<file path="src/rtl/mario_pkg.sv">
// mario_pkg: shared types and constants for the Mario motion controller.
//   mario_state_t  motion FSM state (CLIMB exists only when MARIO_LADDER_EN is defined)
//   SPR_*          2-bit sprite select codes consumed by the sprite-draw stage
//   SCREEN_W/H     visible screen size in pixels
package mario_pkg;

  typedef enum logic [2:0] {
    IDLE    = 3'd0,
    WALK    = 3'd1,
    JUMP_UP = 3'd2,
    FALL    = 3'd3
`ifdef MARIO_LADDER_EN
    ,
    CLIMB   = 3'd4
`endif
  } mario_state_t;

  localparam logic [1:0] SPR_STAND  = 2'd0;
  localparam logic [1:0] SPR_WALK_A = 2'd1;
  localparam logic [1:0] SPR_WALK_B = 2'd2;
  localparam logic [1:0] SPR_JUMP   = 2'd3;

  localparam int SCREEN_W = 640;
  localparam int SCREEN_H = 480;

endpackage

</file>
<file path="src/rtl/mario_anim_counter.sv">
// mario_anim_counter: frame-tick divider driving the walk animation phase.
//   clk, reset   clock, asynchronous active-high reset
//   tick         frame strobe; the counter only moves on ticks
//   clr          on a tick, return to phase 0 with an empty count
//   en           on a tick (without clr), count this frame; toggle the
//                phase after every ANIM_DIV counted frames
//   walk_phase   0 = walk frame A, 1 = walk frame B
module mario_anim_counter #(
  parameter int ANIM_DIV = 4
) (
  input  logic clk,
  input  logic reset,
  input  logic tick,
  input  logic clr,
  input  logic en,
  output logic walk_phase
);

  localparam int CW = (ANIM_DIV > 1) ? $clog2(ANIM_DIV) : 1;
  localparam logic [CW-1:0] LAST = CW'(ANIM_DIV - 1);

  logic [CW-1:0] cnt;

  // The entry frame is counted, so phase A lasts ANIM_DIV-1 visible
  // frames after entry and every later phase lasts ANIM_DIV frames.
  always_ff @(posedge clk or posedge reset) begin
    if (reset) begin
      cnt        <= '0;
      walk_phase <= 1'b0;
    end else if (tick) begin
      if (clr) begin
        cnt        <= '0;
        walk_phase <= 1'b0;
      end else if (en) begin
        if (cnt == LAST) begin
          cnt        <= '0;
          walk_phase <= ~walk_phase;
        end else begin
          cnt <= cnt + 1'b1;
        end
      end
    end
  end

endmodule

</file>
<file path="src/rtl/mario_motion_ctrl.sv">
// mario_motion_ctrl: per-frame Mario motion controller feeding the sprite-draw stage.
//   clk, reset        clock, asynchronous active-high reset
//   frame_tick        one-cycle pulse per frame; all state advances only on it
//   btn_left/right    walk direction levels (both or neither = stand still)
//   btn_jump          jump level, rising edge detected frame to frame
//   curr_h, curr_v    Mario top-left position in pixels
//   sprite_selec      0 stand, 1 walk A, 2 walk B, 3 jump
//   facing_left       1 = draw sprite mirrored
// Optional feature: define MARIO_LADDER_EN to add btn_up, btn_down, on_ladder
// and the CLIMB state.
module mario_motion_ctrl #(
  parameter int START_H   = 150,
  parameter int START_V   = 390,
  parameter int GROUND_V  = 390,
  parameter int SPRITE_W  = 32,
  parameter int SCREEN_W  = mario_pkg::SCREEN_W,
  parameter int WALK_STEP = 2,
  parameter int JUMP_V    = 8,
  parameter int MAX_FALL  = 8,
  parameter int ANIM_DIV  = 4
) (
  input  logic       clk,
  input  logic       reset,
  input  logic       frame_tick,
  input  logic       btn_left,
  input  logic       btn_right,
  input  logic       btn_jump,
`ifdef MARIO_LADDER_EN
  input  logic       btn_up,
  input  logic       btn_down,
  input  logic       on_ladder,
`endif
  output logic [9:0] curr_h,
  output logic [9:0] curr_v,
  output logic [1:0] sprite_selec,
  output logic       facing_left
);

  import mario_pkg::*;

  localparam logic signed [10:0] H_MAX_S  = 11'(SCREEN_W - SPRITE_W);
  localparam logic signed [10:0] STEP_S   = 11'(WALK_STEP);
  localparam logic [10:0]        GROUND_X = 11'(GROUND_V);
  localparam logic [3:0]         JUMP_VEL = 4'(JUMP_V);
  localparam logic [3:0]         FALL_CAP = 4'(MAX_FALL);

  // Clamp a signed candidate x position into [0, SCREEN_W-SPRITE_W].
  function automatic logic [9:0] sat_h(input logic signed [10:0] x);
    if (x < 11'sd0)        sat_h = '0;
    else if (x > H_MAX_S)  sat_h = H_MAX_S[9:0];
    else                   sat_h = x[9:0];
  endfunction

  function automatic logic signed [10:0] step_of(input logic signed [1:0] d);
    if (d > 2'sd0)      step_of = STEP_S;
    else if (d < 2'sd0) step_of = -STEP_S;
    else                step_of = '0;
  endfunction

  mario_state_t      state, nxt_state;
  logic [3:0]        vel, nxt_vel, up_vel, fall_vel;
  logic signed [1:0] air_dir, nxt_air, dir;
  logic              jump_prev, jump_edge, nxt_face;
  logic [9:0]        nxt_h, nxt_v, ground_h, air_h;
  logic [10:0]       v_ext, fall_sum;
  logic              anim_en, anim_clr, walk_phase;

  // Input decode and shared arithmetic, all 11 bits wide so clamps are
  // detected before truncation back to 10-bit coordinates.
  always_comb begin
    dir = 2'sd0;
    if (btn_left && !btn_right)      dir = -2'sd1;
    else if (btn_right && !btn_left) dir = 2'sd1;
  end

  assign jump_edge = btn_jump && !jump_prev;
  assign ground_h  = sat_h(signed'({1'b0, curr_h}) + step_of(dir));
  assign air_h     = sat_h(signed'({1'b0, curr_h}) + step_of(air_dir));
  assign v_ext     = {1'b0, curr_v};
  assign fall_vel  = (vel >= FALL_CAP) ? FALL_CAP : vel + 4'd1;
  assign fall_sum  = v_ext + {7'd0, fall_vel};
  // The take-off frame already rises at full JUMP_V.
  assign up_vel    = (state == JUMP_UP) ? vel : JUMP_VEL;

  // Next-state and physics
  always_comb begin
    nxt_state = state;
    nxt_h     = curr_h;
    nxt_v     = curr_v;
    nxt_vel   = vel;
    nxt_air   = air_dir;
    nxt_face  = facing_left;
    case (state)
      IDLE, WALK: begin
        if (dir != 2'sd0) nxt_face = (dir < 2'sd0);
        nxt_h     = ground_h;
        nxt_state = (dir != 2'sd0) ? WALK : IDLE;
        if (jump_edge) begin
          nxt_air = dir;
          if (v_ext < {7'd0, up_vel}) begin
            nxt_v     = '0;
            nxt_vel   = '0;
            nxt_state = FALL;
          end else begin
            nxt_v     = curr_v - {6'd0, up_vel};
            nxt_vel   = (up_vel == 4'd1) ? 4'd0 : up_vel - 4'd1;
            nxt_state = (up_vel == 4'd1) ? FALL : JUMP_UP;
          end
        end
`ifdef MARIO_LADDER_EN
        if (on_ladder && btn_up) begin
          nxt_state = CLIMB;
          nxt_h     = curr_h;
          nxt_v     = curr_v;
          nxt_vel   = '0;
          nxt_air   = '0;
        end
`endif
      end
      JUMP_UP: begin
        nxt_h = air_h;
        if (v_ext < {7'd0, up_vel}) begin
          nxt_v     = '0;
          nxt_vel   = '0;
          nxt_state = FALL;
        end else begin
          nxt_v     = curr_v - {6'd0, up_vel};
          nxt_vel   = (up_vel == 4'd1) ? 4'd0 : up_vel - 4'd1;
          nxt_state = (up_vel == 4'd1) ? FALL : JUMP_UP;
        end
      end
      FALL: begin
        nxt_h = air_h;
        if (fall_sum >= GROUND_X) begin
          nxt_v     = GROUND_X[9:0];
          nxt_vel   = '0;
          nxt_air   = '0;
          nxt_state = (dir != 2'sd0) ? WALK : IDLE;
        end else begin
          nxt_v   = fall_sum[9:0];
          nxt_vel = fall_vel;
        end
      end
`ifdef MARIO_LADDER_EN
      CLIMB: begin
        if (!on_ladder) begin
          nxt_state = FALL;
          nxt_vel   = '0;
        end else if (btn_up && !btn_down) begin
          nxt_v = (curr_v < 10'd2) ? 10'd0 : curr_v - 10'd2;
        end else if (btn_down && !btn_up) begin
          if (v_ext + 11'd2 >= GROUND_X) begin
            nxt_v     = GROUND_X[9:0];
            nxt_state = IDLE;
          end else begin
            nxt_v = curr_v + 10'd2;
          end
        end
      end
`endif
      default: nxt_state = IDLE;
    endcase
  end

  // Frame-gated state register
  always_ff @(posedge clk or posedge reset) begin
    if (reset) begin
      state       <= IDLE;
      curr_h      <= 10'(START_H);
      curr_v      <= 10'(START_V);
      vel         <= '0;
      air_dir     <= '0;
      facing_left <= 1'b0;
      jump_prev   <= 1'b0;
    end else if (frame_tick) begin
      state       <= nxt_state;
      curr_h      <= nxt_h;
      curr_v      <= nxt_v;
      vel         <= nxt_vel;
      air_dir     <= nxt_air;
      facing_left <= nxt_face;
      jump_prev   <= btn_jump;
    end
  end

  // Walk animation: counts while walking, restarts on any other state.
`ifdef MARIO_LADDER_EN
  assign anim_en  = (nxt_state == WALK) ||
                    ((nxt_state == CLIMB) && (btn_up != btn_down));
  assign anim_clr = (nxt_state != WALK) && (nxt_state != CLIMB);
`else
  assign anim_en  = (nxt_state == WALK);
  assign anim_clr = !anim_en;
`endif

  mario_anim_counter #(.ANIM_DIV(ANIM_DIV)) u_anim (
    .clk        (clk),
    .reset      (reset),
    .tick       (frame_tick),
    .clr        (anim_clr),
    .en         (anim_en),
    .walk_phase (walk_phase)
  );

  // Sprite decode of registered state only, so it is stable all frame.
  always_comb begin
    sprite_selec = SPR_STAND;
    case (state)
      IDLE:          sprite_selec = SPR_STAND;
      WALK:          sprite_selec = walk_phase ? SPR_WALK_B : SPR_WALK_A;
      JUMP_UP, FALL: sprite_selec = SPR_JUMP;
`ifdef MARIO_LADDER_EN
      CLIMB:         sprite_selec = walk_phase ? SPR_WALK_B : SPR_WALK_A;
`endif
      default:       sprite_selec = SPR_STAND;
    endcase
  end

endmodule

</file>
<file path="config.mk">
export PLATFORM = sky130hd
export DESIGN_NAME = mario_motion_ctrl
export DESIGN_NICKNAME = d
export VERILOG_FILES = /design/src/rtl/mario_pkg.sv /design/src/rtl/mario_anim_counter.sv /design/src/rtl/mario_motion_ctrl.sv
export SDC_FILE = /design/constraint.sdc
export NUM_CORES = 1
export LEC_CHECK = 0
export BUFFER_PORTS_ARGS = -buffer_cell sky130_fd_sc_hd__buf_2
export CAP_MARGIN = 10
export CORE_MARGIN = 2
export CORE_UTILIZATION = 50
export DETAILED_ROUTE_END_ITERATION = 8
export PLACE_DENSITY = 0.71
export SLEW_MARGIN = 20
export SYNTH_ARGS = -nofsm -noshare
export SYNTH_HDL_FRONTEND = slang
export SYNTH_HIERARCHICAL = 1
export SYNTH_SLANG_ARGS = --single-unit
</file>
<file path="constraint.sdc">
create_clock -name clk -period 3.5 [get_ports clk]
set_input_delay 0.525 -clock clk [delete_from_list [all_inputs] [get_ports clk]]
set_output_delay 0.525 -clock clk [all_outputs]
set_load 0.01 [all_outputs]
</file>
* After elaboration in Yosys (flattened, before gate mapping)
Cells that the tools add are included.
** Storage, ports and cells
- Memories :: 0
- Input bits :: 6
- Memory bits (read-only) :: 0
- Logic and storage cells :: 92
- Register bits after elaboration :: 34
- Output and inout bits :: 23
- Memory bits (writable) :: 0
- Bits in latches :: 0
** Operators by class
- Div/mod/pow operators :: 0
- Reductions and logical operators :: 18
- Shift operators :: 0
- Add/subtract/negate cells :: 7
- Bitwise operators :: 1
- Equal/unequal tests :: 9
- Multipliers :: 0
- Multiplexer cells :: 37
- $lt $le $gt $ge :: 11
** Operators with widths (count)
- 2-to-1 mux 10 bit :: 7
- 2-to-1 mux 11 bit :: 4
- one-hot mux 10 bit (3 select lines) :: 1
- 2-to-1 mux 4 bit :: 6
- adder 11 bit :: 2
- greater-than comparator 11 bit, second input constant :: 2
- less-than comparator 11 x 1 -> 1 bit, second input constant :: 2
- one-hot mux 10 bit (2 select lines) :: 1
- 2-to-1 mux 2 bit :: 7
- one-hot mux 4 bit (3 select lines) :: 1
- adder 10 x 4 -> 11 bit :: 1
- greater-or-equal comparator 11 x 9 -> 1 bit, second input constant :: 1
- less-than comparator 10 x 4 -> 1 bit :: 1
- subtractor 10 x 4 -> 10 bit :: 1
- one-hot mux 3 bit (3 select lines) :: 1
- one-hot mux 2 bit (2 select lines) :: 2
- == test 3 x 1 -> 1 bit, second input constant :: 2
- == test 3 x 2 -> 1 bit, second input constant :: 2
- 2-to-1 mux 1 bit :: 6
- AND reduction 3 bit :: 2
- nonzero test 2 bit :: 3
- adder 4 x 1 -> 4 bit, second input constant :: 1
- == test 4 x 1 -> 1 bit, second input constant :: 1
- greater-or-equal comparator 4 bit, second input constant :: 1
- 16 further kinds :: 25

* Longest topological paths before layout
- Depth in word-level cells :: 12
- Mapped depth :: 16
- Mapped depth without buffers :: 16

* Modules after synthesis
Netlist, hierarchy kept.
** By module, submodules not included
- mario_motion_ctrl :: instances 1, seq. area each 760.7 sq um, area each 3357.0 sq um, cells an instance 414
- mario_anim_counter :: instances 1, seq. area each 75.1 sq um, area each 156.4 sq um, cells an instance 17

* Least setup slack after synthesis
Ideal clock, no wire load.
- Kind :: input port to flip-flop
- Start :: in btn_right
- End :: reg curr_h[3]
- Library setup time :: 126 ps
- Arrival :: 3228 ps
- Cell stages on the path :: 13
- Required time :: 3374 ps
- Buffers on the path :: 0
- Slack :: 146 ps
- Cells stage by stage :: inv_1 ha_1 inv_1 ha_1 fa_1 a211oi_2 o21bai_2 a2111oi_4 nor2_1 o21a_1 a221oi_2 nor2_1 a221o_1
** Between the ends
- Longest elaborated chain between the ends :: 11
- Elaborated cells on any way between the ends :: 15
- Classes of those cells :: 1 x add/sub; 4 x order compare; 7 x mux; 3 x reduce/logical
** RTL lines
- start: declaration :: line mario_motion_ctrl.sv:26 : input logic btn_right,
- logical AND 1 bit / logical NOT 1 bit (equally long branches) :: line mario_motion_ctrl.sv:73, mario_motion_ctrl.sv:72
- 2-to-1 mux 1 bit / logical AND 1 bit (equally long branches) :: line mario_motion_ctrl.sv:73, mario_motion_ctrl.sv:72
- 2-to-1 mux 2 bit * :: line mario_motion_ctrl.sv:72 : if (btn_left && !btn_right) dir = -2'sd1;
- less-than comparator 2 x 1 -> 1 bit :: line mario_motion_ctrl.sv:56 : else if (d < 2'sd0) step_of = -STEP_S;
- 2-to-1 mux 11 bit :: line mario_motion_ctrl.sv:56
- 2-to-1 mux 11 bit * :: line mario_motion_ctrl.sv:55 : if (d > 2'sd0) step_of = STEP_S;
- adder 11 bit * :: line mario_motion_ctrl.sv:77 : assign ground_h = sat_h(signed'({1'b0, curr_h}) + step_of(dir));
- greater-than comparator 11 bit :: line mario_motion_ctrl.sv:50 : else if (x > H_MAX_S) sat_h = H_MAX_S[9:0];
- 2-to-1 mux 10 bit :: line mario_motion_ctrl.sv:50
- 2-to-1 mux 10 bit * :: line mario_motion_ctrl.sv:49 : if (x < 11'sd0) sat_h = '0;
- one-hot mux 10 bit (2 select lines) * :: line mario_motion_ctrl.sv:93 : case (state)
- end signal: assignment :: line mario_motion_ctrl.sv:169 : curr_h <= 10'(START_H);
- end signal: assignment :: line mario_motion_ctrl.sv:177 : curr_h <= nxt_h;
- end: declaration :: line mario_motion_ctrl.sv:33 : output logic [9:0] curr_h,
Every way passes the cells marked *; elsewhere a longest branch is shown, timed or not.
A chain may end at the register's enable or synchronous reset.

* Final worst setup path
- Start :: reg vel[0]
- End :: reg u_anim.walk_phase
** Between the ends
- Longest elaborated chain between the ends :: 9
- Elaborated cells on any way between the ends :: 17
- Classes of those cells :: 2 x add/sub; 3 x order compare; 3 x eq/ne; 8 x mux; 1 x reduce/logical
** RTL lines
- start: declaration :: line mario_motion_ctrl.sv:61 : logic [3:0] vel, nxt_vel, up_vel, fall_vel;
- start signal: assignment :: line mario_motion_ctrl.sv:179 : vel <= nxt_vel;
- adder 4 x 1 -> 4 bit, or another cell as far along :: line mario_motion_ctrl.sv:80 : assign fall_vel = (vel >= FALL_CAP) ? FALL_CAP : vel + 4'd1;
- 2-to-1 mux 4 bit / == test 4 x 1 -> 1 bit (equally long branches) :: line mario_motion_ctrl.sv:80, mario_motion_ctrl.sv:107, mario_motion_ctrl.sv:129
- adder 10 x 4 -> 11 bit / 2-to-1 mux 1 bit (equally long branches) :: line mario_motion_ctrl.sv:81, mario_motion_ctrl.sv:107, mario_motion_ctrl.sv:129
- greater-or-equal comparator 11 x 9 -> 1 bit / 2-to-1 mux 1 bit (equally long branches) :: line mario_motion_ctrl.sv:134, mario_motion_ctrl.sv:100, mario_motion_ctrl.sv:122
- 2-to-1 mux 3 bit / 2-to-1 mux 2 bit (equally long branches) :: line mario_motion_ctrl.sv:134, mario_motion_ctrl.sv:98
- one-hot mux 3 bit (3 select lines) * :: line mario_motion_ctrl.sv:93
- == test 3 x 1 -> 1 bit * :: line mario_motion_ctrl.sv:192 : assign anim_en = (nxt_state == WALK);
- via anim_en :: line mario_motion_ctrl.sv:66 : logic anim_en, anim_clr, walk_phase;
- != test 2 x 1 -> 1 bit (no source line)
- AND reduction 2 bit (no source line)
- end signal: assignment :: line mario_anim_counter.sv:37 : walk_phase <= ~walk_phase;
- end: declaration :: line mario_anim_counter.sv:16 : output logic walk_phase
Mark *: on every way through the listed nets, which the timed path passes. The rest lies on a longest branch.

==> run_results.csv <==
group,metric,value,unit
grt,grt_max_degree,28,
synth,synth-edff-count,0,
setup_path,crit_fanout,5,
setup_path,worstPathBufferInverterCount,3,
setup_path,worstPathCellList,"buf_4 > nor2_1 > ha_1 > inv_1 > fa_2 > nor2b_2 > o211ai_1 > xnor2_1 > a21bo_2 > nand4_1 > nor2_4 > nor4_4 > buf_4 > a21oi_1 > o21ai_0 > o41ai_2",
cts,cts.sink_count,33,
setup_path,critical-path-top-delay-family,"simple AND/OR/NAND/NOR gates",
grt,grt_overflow,0,
place,gp_congestion,0.954,
cts,ctsLongestPathBuffers,2,
floorplan,fp-row-count,30,
detailed_routing,route.final.wire_length,8670,um
synth,yosys-top-cells-area,"dfrtp_1 (18%), ha_1 (11%), dfstp_2 (6.0%), a21oi_1 (5.1%), o21ai_0 (4.3%)",
cts,clock_insertion_delay_worst_skew,0.29,ns
place,hpwl,6580,um
grt,number_of_antenna_violations_at_the_first_check_in_global_routing,0,
job,max-cap-violations,0,
setup_path,critical_path.most_common_cell,"buf_4",
finish,nets,516,
setup_path,type_of_the_worst_setup_path,"flip-flop to flip-flop",
floorplan,effective_utilization_at_floorplan,51.7,%
synth,synth.yosys.warnings,6,
pwr,power.leakage,1.88,nW
detailed_routing,detail_route.first_pass.iterations,6,
synth,yosysTopAreaCellShare,17.8,%
synth,dominantRegCellSynth,"dfrtp_1",
synth,syn_area,0.00351,mm^2
detailed_routing,drtAntennaViolNets,0,
cts,cts.reportedPaths.clkPinSlew,0.08,ns
setup_path,setup.worst_path.end_class,"flip-flop",
detailed_routing,route.detailed.drc,0,
setup_path,cpMaxStageDelayCell,"dfrtp_1",
synth,synth_async_sr_flop_share,100,%
sta,finalSetupViolCount,0,
floorplan,fp.coreArea,0.00679,mm^2
sta,slew_headroom,57.3,%
cts,numCtsBuffers,5,
synth,sequential_area_share_after_synthesis,23.8,%
synth,yosys_top_cell_by_area,"dfrtp_1",
floorplan,boundaryPins,29,
finish,final_core_util,60.3,%
cts,tritoncts,"built",
sta,final_cycle_share,94.4,%
detailed_routing,detailroute.via_count,3429,
floorplan,die_outline_area,0.00771,mm^2
cts,htreeDepth,2,
setup_path,max_stage_delay,0.42,ns
place,place.port_buffers,27,
setup_path,crit_arrival,3.48,ns
detailed_routing,vias_per_cell,6.01,
sta,finalMaxSlewViolations,0,
finish,antennaDiodeCount,0,
cts,cts_hold_buf,0,
pwr,ir_drop,0.417,mV
finish,final_cell_mix,"nor2_1 (37), a21oi_1 (35), o21ai_0 (30), ha_1 (30), buf_4 (28)",
sta,min_period,3.30,ns
floorplan,die_h,87.8,um
finish,final_layout_size_suffix_gt1_share,21.5,%
place,dp_worst_setup_slack,-0.0554,ns
synth,synth_seq_cells,33,
sta,finalClockSkew,0.0110,ns
setup_path,cp-start-kind,"flip-flop",
sta,fin_ws,0.196,ns
sta,fmax,303,MHz
detailed_routing,initialDrtViolationCount,337,
synth,syn-num-nets,473,
status,run_status,"completed",
setup_path,critical_path_required,3.67,ns
finish,mostFrequentLayoutCell,"nor2_1",
synth,syn_area_per_cell,8.15,um^2
grt,number_of_global_route_vias_before_repair,3135,
synth,synth_cells,431,
sta,max_slew.worst_pin.slew,0.634,ns
floorplan,floorplan.die.width,87.8,um
min_path,worstHoldPathType,"input pin to asynchronous set/reset pin",
finish,synthToLayoutAreaGrowth,16.6,%
grt,grt_use_total,23.3,%
sta,final-hold-violation-count,0,
pwr,powerDensity,1010,mW/mm^2
synth,synth_cell_type_count,71,
grt,first_pass_grt_wire_length,14400,um
cts,clock-root-buffer,"clkbuf_8",
detailed_routing,route.detailed.wl_per_inst,15.2,um
==> area by class of cell <==
type                            count  area (um^2)
Tap cell                           96          120
Clock inverter                      2         35.0
Fill cell                         599         2700
Inverter                           25         93.8
Sequential cell                    33          836
Multi-Input combinational cell    354         2590
Clock buffer                        6         72.6
Timing Repair Buffer               55          345
==> report_power, final <==
part / internal, mW / switching [mW]
clock: 0.211 / 0.145
sequential: 0.576 / 0.249
combinational: 1.28 / 1.69
total: 2.07 / 2.09
==> metal layers <==
metal,vias up,wire (um),GRT usage (%)
li1,1686,-,-
met1,1615,4060,33.2
met2,113,4040,36.6
met3,15,450,3.39
met4,0,130,6.99
met5,-,0,0
==> flip-flops by register name, summed over array words and instances, names as in the netlist <==
register and cells:
facing_left 1, curr_v 10, curr_h 9, jump_prev 1
air_dir 2, u_anim/cnt 2, state 3, vel 4
u_anim/walk_phase 1
==> worst paths after layout <==
check | slack, ns | cells past startpoint | end | from
max | 0.20 | 16 | u_anim/walk_phase$_DFFE_PP0P_ | vel[0]$_DFFE_PP0P_
min | 0.09 | 2 | u_anim/cnt[0]$_DFFE_PP0P_ | reset
max reg2reg | 0.20 | 16 | u_anim/walk_phase$_DFFE_PP0P_ | vel[0]$_DFFE_PP0P_
min reg2reg | 0.50 | 1 | u_anim/cnt[0]$_DFFE_PP0P_ | u_anim/cnt[0]$_DFFE_PP0P_
max in group asynchronous | 2.62 | 3 | curr_h[4]$_DFFE_PP1P_ | reset
min in group clk | 0.48 | 2 | jump_prev$_DFFE_PP0P_ | btn_jump
==> synthesized netlist by cell type, types with 5 or more instances <==
| library cell | instances |
|---|---|
| a211oi_1 | 5 |
| a21o_1 | 13 |
| a21oi_1 | 36 |
| a221o_1 | 5 |
| clkbuf_1 | 13 |
| dfrtp_1 | 25 |
| dfstp_2 | 8 |
| ha_1 | 32 |
| inv_1 | 24 |
| nand2_1 | 27 |
| nand2b_1 | 5 |
| nand3_1 | 14 |
| nand4_1 | 5 |
| nor2_1 | 38 |
| nor2b_1 | 11 |
| nor3_1 | 14 |
| o211ai_1 | 6 |
| o21a_1 | 9 |
| o21ai_0 | 30 |
| xnor2_1 | 12 |
| xor2_1 | 8 |
==> metrics by stage <==
step           hold WS [ns]  power [mW]  cell area [um^2]  std cells   TNS, ns
2_1_floorplan         0.279        2.84              3510        431         0
3_3_place_gp          0.402        3.50              3860        560         0
3_5_place_dp          0.401        3.57              3860        560   -0.0554
4_1_cts              0.0767        3.94              3970        568         0
5_1_grt              0.0922        4.54              4100        571  -0.00394
6_report             0.0919        4.15              4100        571         0
==> cells by family (layout without fill, tap and decap cells) <==
group / count (synthesis) / count (layout) / synth area share [%]
adder cells (fa/ha/maj): 36 / 36 / 13.7
flip-flops: 33 / 33 / 23.8
other: 1 / 1 / 0.107
XOR/XNOR: 20 / 20 / 4.99
AO/OA/AOI/OAI: 157 / 157 / 31.8
buffers and inverters: 44 / 88 / 5.34
multiplexers: 5 / 5 / 1.50
AND/OR/NAND/NOR: 135 / 135 / 18.8
==> repair_timing <==
item	in CTS	in global routing
hold endpoints to repair	0	0
setup endpoints to repair	0	16
gates resized for setup	0	22
setup buffers	0	3
Power figures use the tool's default switching activity.
